## config.mk

```make
export PLATFORM = sky130hd
export DESIGN_NAME = alu_div_sequencer
export DESIGN_NICKNAME = d
export VERILOG_FILES = /design/src/rtl/alu_div_sequencer.sv
export SDC_FILE = /design/constraint.sdc
export NUM_CORES = 1
export LEC_CHECK = 0
export BUFFER_PORTS_ARGS = -buffer_cell sky130_fd_sc_hd__buf_2
export CORE_MARGIN = 2
export CORE_UTILIZATION = 46
export DETAILED_ROUTE_END_ITERATION = 6
export PLACE_DENSITY = 0.88
export SYNTH_ARGS = -nofsm -noshare
export SYNTH_HDL_FRONTEND = slang
export SYNTH_SLANG_ARGS = --single-unit
```

## constraint.sdc

```tcl
create_clock -name clk -period 3.1 [get_ports clk]
set_clock_uncertainty 0.05 [all_clocks]
set_input_delay 0.465 -clock clk [delete_from_list [all_inputs] [get_ports clk]]
set_output_delay 0.465 -clock clk [all_outputs]
set_load 0.02 [all_outputs]
```

## src/rtl/alu_div_sequencer.sv

```systemverilog
// Request/response front end for the non-restoring divider: accepts signed 8-bit
// divide requests, drives the divider, holds the result until the consumer takes it.
module alu_div_sequencer #(
    parameter int TAG_W   = 4,
    parameter int TIMEOUT = 64
) (
    input  logic                     clk,
    input  logic                     reset,
    input  logic                     req_valid,
    output logic                     req_ready,
    input  logic signed [7:0]        req_a,
    input  logic signed [7:0]        req_b,
    input  logic        [TAG_W-1:0]  req_tag,
    output logic                     div_start,
    output logic signed [7:0]        div_a,
    output logic signed [7:0]        div_b,
    input  logic signed [15:0]       div_quotient,
    input  logic signed [15:0]       div_remainder,
    input  logic                     div_done,
    output logic                     resp_valid,
    input  logic                     resp_ready,
    output logic signed [15:0]       resp_quotient,
    output logic signed [15:0]       resp_remainder,
    output logic        [TAG_W-1:0]  resp_tag,
    output logic        [1:0]        resp_err,
    output logic        [15:0]       op_count
);

    localparam int          CNT_W   = $clog2(TIMEOUT);
    localparam logic [1:0]  ERR_OK  = 2'b00;
    localparam logic [1:0]  ERR_DZ  = 2'b01;
    localparam logic [1:0]  ERR_TMO = 2'b10;

    typedef enum logic [1:0] {IDLE, ISSUE, WAIT, RESP} state_t;

    state_t             state, state_nxt;
    logic [CNT_W-1:0]   tmo_cnt;
    logic               accept, done_hit, tmo_hit, resp_fire;

    function automatic logic [15:0] sat_inc(input logic [15:0] v);
        return (v == 16'hFFFF) ? v : v + 16'd1;
    endfunction

    always_ff @(posedge clk or posedge reset) begin
        if (reset) state <= IDLE;
        else       state <= state_nxt;
    end

    // done is only trusted in WAIT, so a level-held done from the previous op is ignored
    always_comb begin
        state_nxt  = state;
        req_ready  = 1'b0;
        div_start  = 1'b0;
        resp_valid = 1'b0;
        accept     = 1'b0;
        done_hit   = 1'b0;
        tmo_hit    = 1'b0;
        resp_fire  = 1'b0;
        case (state)
            IDLE: begin
                req_ready = 1'b1;
                if (req_valid) begin
                    accept    = 1'b1;
                    state_nxt = (req_b == 8'sd0) ? RESP : ISSUE;
                end
            end
            ISSUE: begin
                div_start = 1'b1;
                state_nxt = WAIT;
            end
            WAIT: begin
                if (div_done) begin
                    done_hit  = 1'b1;
                    state_nxt = RESP;
                end else if (tmo_cnt == CNT_W'(TIMEOUT - 1)) begin
                    tmo_hit   = 1'b1;
                    state_nxt = RESP;
                end
            end
            RESP: begin
                resp_valid = 1'b1;
                if (resp_ready) begin
                    resp_fire = 1'b1;
                    state_nxt = IDLE;
                end
            end
            default: state_nxt = IDLE;
        endcase
    end

    always_ff @(posedge clk or posedge reset) begin
        if (reset) begin
            div_a          <= '0;
            div_b          <= '0;
            resp_quotient  <= '0;
            resp_remainder <= '0;
            resp_tag       <= '0;
            resp_err       <= ERR_OK;
            op_count       <= '0;
            tmo_cnt        <= '0;
        end else begin
            if (accept) begin
                div_a    <= req_a;
                div_b    <= req_b;
                resp_tag <= req_tag;
                if (req_b == 8'sd0) begin
                    resp_quotient  <= '0;
                    resp_remainder <= '0;
                    resp_err       <= ERR_DZ;
                end
            end
            if (div_start)
                tmo_cnt <= '0;
            else if (state == WAIT)
                tmo_cnt <= tmo_cnt + 1'b1;
            if (done_hit) begin
                resp_quotient  <= div_quotient;
                resp_remainder <= div_remainder;
                resp_err       <= ERR_OK;
            end else if (tmo_hit) begin
                resp_quotient  <= '0;
                resp_remainder <= '0;
                resp_err       <= ERR_TMO;
            end
            if (resp_fire)
                op_count <= sat_inc(op_count);
        end
    end

endmodule

```

==> results.txt <==
Seq/Total Area, Yosys: 0.602
Post-synthesis simple-gate area fraction: 0.0838
Via count: 2530
Pins Over Slew Limit: 0
Slew headroom: 0.498
Syn Nets: 314
Util after Layout: 0.620
Area of the die: 7730 um^2
Worst-path clk slew: 0.08 ns
Dpl hpwl: 5.30 mm
Achievable Freq: 470 MHz
Vias in the first global route: 2370
Post-synth ARST share: 1.00
# diodes: 0
Antenna violations before repair: 0
Drt total wl: 7.33 mm
PwrDens: 990 nW/um^2
Nets@finish: 448
RD Place Congestion: 0.842
Status: complete, no violations
DR pass1 iterations: 4
Tmin final: 2.13 ns
Clock Sinks: 78
Placed cell areas: 4010 um^2
Cts-stage hold buffer count: 0
Cell area after layout: 4210 um^2
Setup TNS: 0 ns
Crit path required time: 3.27 ns
Synthesized area: 3240 um^2
H-tree Lvls: 3
Critical path type: reg -> reg
Largest family of logic cells by synthesized area: compound AO/OA/AOI/OAI gates
PostCTS Resize Cnt: 0
Layout cells sized above 1: 0.461
GRT overflow: 0
Synth Flop Type: dfrtp_1
Die width: 87.9 um
CTS Root Cell: clkbuf_8
P&R area growth vs syn: 29.9%
CTS tree: built
Post-synth EDFFs: 0
Cell row count: 30
Largest net degree at the start of global routing: 44
IO buf count: 129
YS warnings: 0
I/O pin cnt: 130
Crit share post-route: 0.686
Post-synthesis compound-gate area fraction: 0.133
#FFs+latches synth: 78
Multiplexer share of the synthesized area: 0.0903
Initial core utilization: 0.477
Crit path setup slack, layout: 0.972 ns
Final hold vios: 0
Pre-CTS setup slack: 0.883 ns
First-pass GRT wire length: 11.3 mm
Routed Antenna Nets: 0
Clock Latency Late Sink: 0.34 ns
Setup-failing EPs final: 0
Clk buf depth: 2
Die Ht: 87.9 um
Synth Area in Adders: 0.0270
Worst Setup End Kind: flip-flop
CP Max Fanout: 32
Avg Vias per Cell: 5.23
Gate Count Post-Synth: 250
Commonest cells after routing, fill and taps aside: buf_2, dfrtp_1, a22o_1
CORE AREA: 6790 um^2
Syn avg cell area: 13.0 um^2
Worst EP arrival: 2.29 ns
VDD IR max: 0.000583 V
Synth cell types: 35
Total GRT Usage: 0.192
Synth Area in XOR/XNOR: 0.0378
WHS: 0.199 ns
Initial drt markers: 101
Lkg Pwr: 2.19 nW
CTS buffer count: 9
Maxcap violations: 0
DRC violation count after routing: 0
RSZ-0062 raised after global routing: no
Commonest non-fill, non-tap cell in the layout: buf_2
WL per Instance: 15.1 um
Least-Margin Pin Slew: 0.752 ns
CP startpoint kind: flip-flop
Total setup buffers inserted after CTS: 0
Worst min path class: in -> async
[sequential cells by signal (all words and copies together), names as in the netlist]
| signal | flops |
|---|---|
| div_b | 8 |
| resp_tag | 4 |
| resp_quotient | 16 |
| op_count | 16 |
| resp_remainder | 16 |
| tmo_cnt | 6 |
| resp_err | 2 |
| state | 2 |
| div_a | 8 |
[where the power goes]
group          internal (mW)  switching [mW]  total, mW
registers               1.41           0.251       1.66
clock network          0.445           0.347      0.793
logic                  0.721           0.991       1.71
[cells in the mapped netlist, types with 2 or more instances]
master,instances,area (um^2)
ha_1,7,87.6
mux2_2,22,248
nand2b_1,3,18.8
dfrtp_1,78,1950
or4_1,2,15.0
nand2_1,9,33.8
mux2i_1,3,30.0
a211oi_1,2,15.0
nand2_2,2,12.5
or2_2,2,12.5
xor2_1,6,52.6
nand3_1,5,25.0
inv_1,10,37.5
xnor2_1,8,70.1
o21ai_0,2,10.0
nor4_1,2,12.5
a22o_1,33,289
clkbuf_1,9,33.8
nor3_1,3,15.0
nand4_1,7,43.8
a21oi_1,8,40.0
o211ai_1,3,22.5
nor2_1,10,37.5
and3_1,3,18.8
[worst paths after layout]
path	from	end	slack (ns)	cells past startpoint
max	state[1]$_DFFE_PP0P_	resp_remainder[0]$_DFFE_PP0P_	0.97	8
min	reset	op_count[1]$_DFFE_PP0P_	0.20	2
max reg2reg	state[1]$_DFFE_PP0P_	resp_remainder[0]$_DFFE_PP0P_	0.97	8
min reg2reg	resp_quotient[9]$_DFFE_PP0P_	resp_quotient[9]$_DFFE_PP0P_	0.44	1
max in group asynchronous	reset	resp_remainder[1]$_DFFE_PP0P_	2.11	3
min in group clk	div_remainder[9]	resp_remainder[9]$_DFFE_PP0P_	0.29	2
[layer usage]
metal / global-route usage / wire [um]
met1: 0.243 / 3160
met2: 0.310 / 3550
met3: 0.0622 / 537
met4: 0.0671 / 85
met5: 0 / 0
[stage by stage]
stage,std cells,total power [mW]
after floorplan,250,2.81
after global placement,469,3.33
after detailed placement,469,3.40
after CTS,484,4.22
after global routing,484,4.41
final,484,4.17
[critical path, cell delays in order (launching register included)]
cell and delay (ns):
dfrtp_1 0.41, inv_1 0.13, ha_1 0.22, nand2_1 0.06, buf_4 0.21, nor3_1 0.40
a21oi_2 0.05, buf_4 0.24, a22o_1 0.22
[layout make-up]
type                    count  area, um^2
well taps                  96         120
clock inverters             5        75.1
flip-flops and latches     78        1950
fillers                   553        2580
multi-input cells         152        1210
repair buffers            133         688
clock buffers              10         128
inverters                  10        37.5
[logic make-up after synthesis]
| logic type | Yosys count |
|---|---|
| simple gates | 51 |
| flops | 78 |
| buf+inv | 20 |
| compound gates | 54 |
| mux | 26 |
| fa+ha+maj | 7 |
| xor+xnor | 14 |
(Power assumes the default switching activity.)
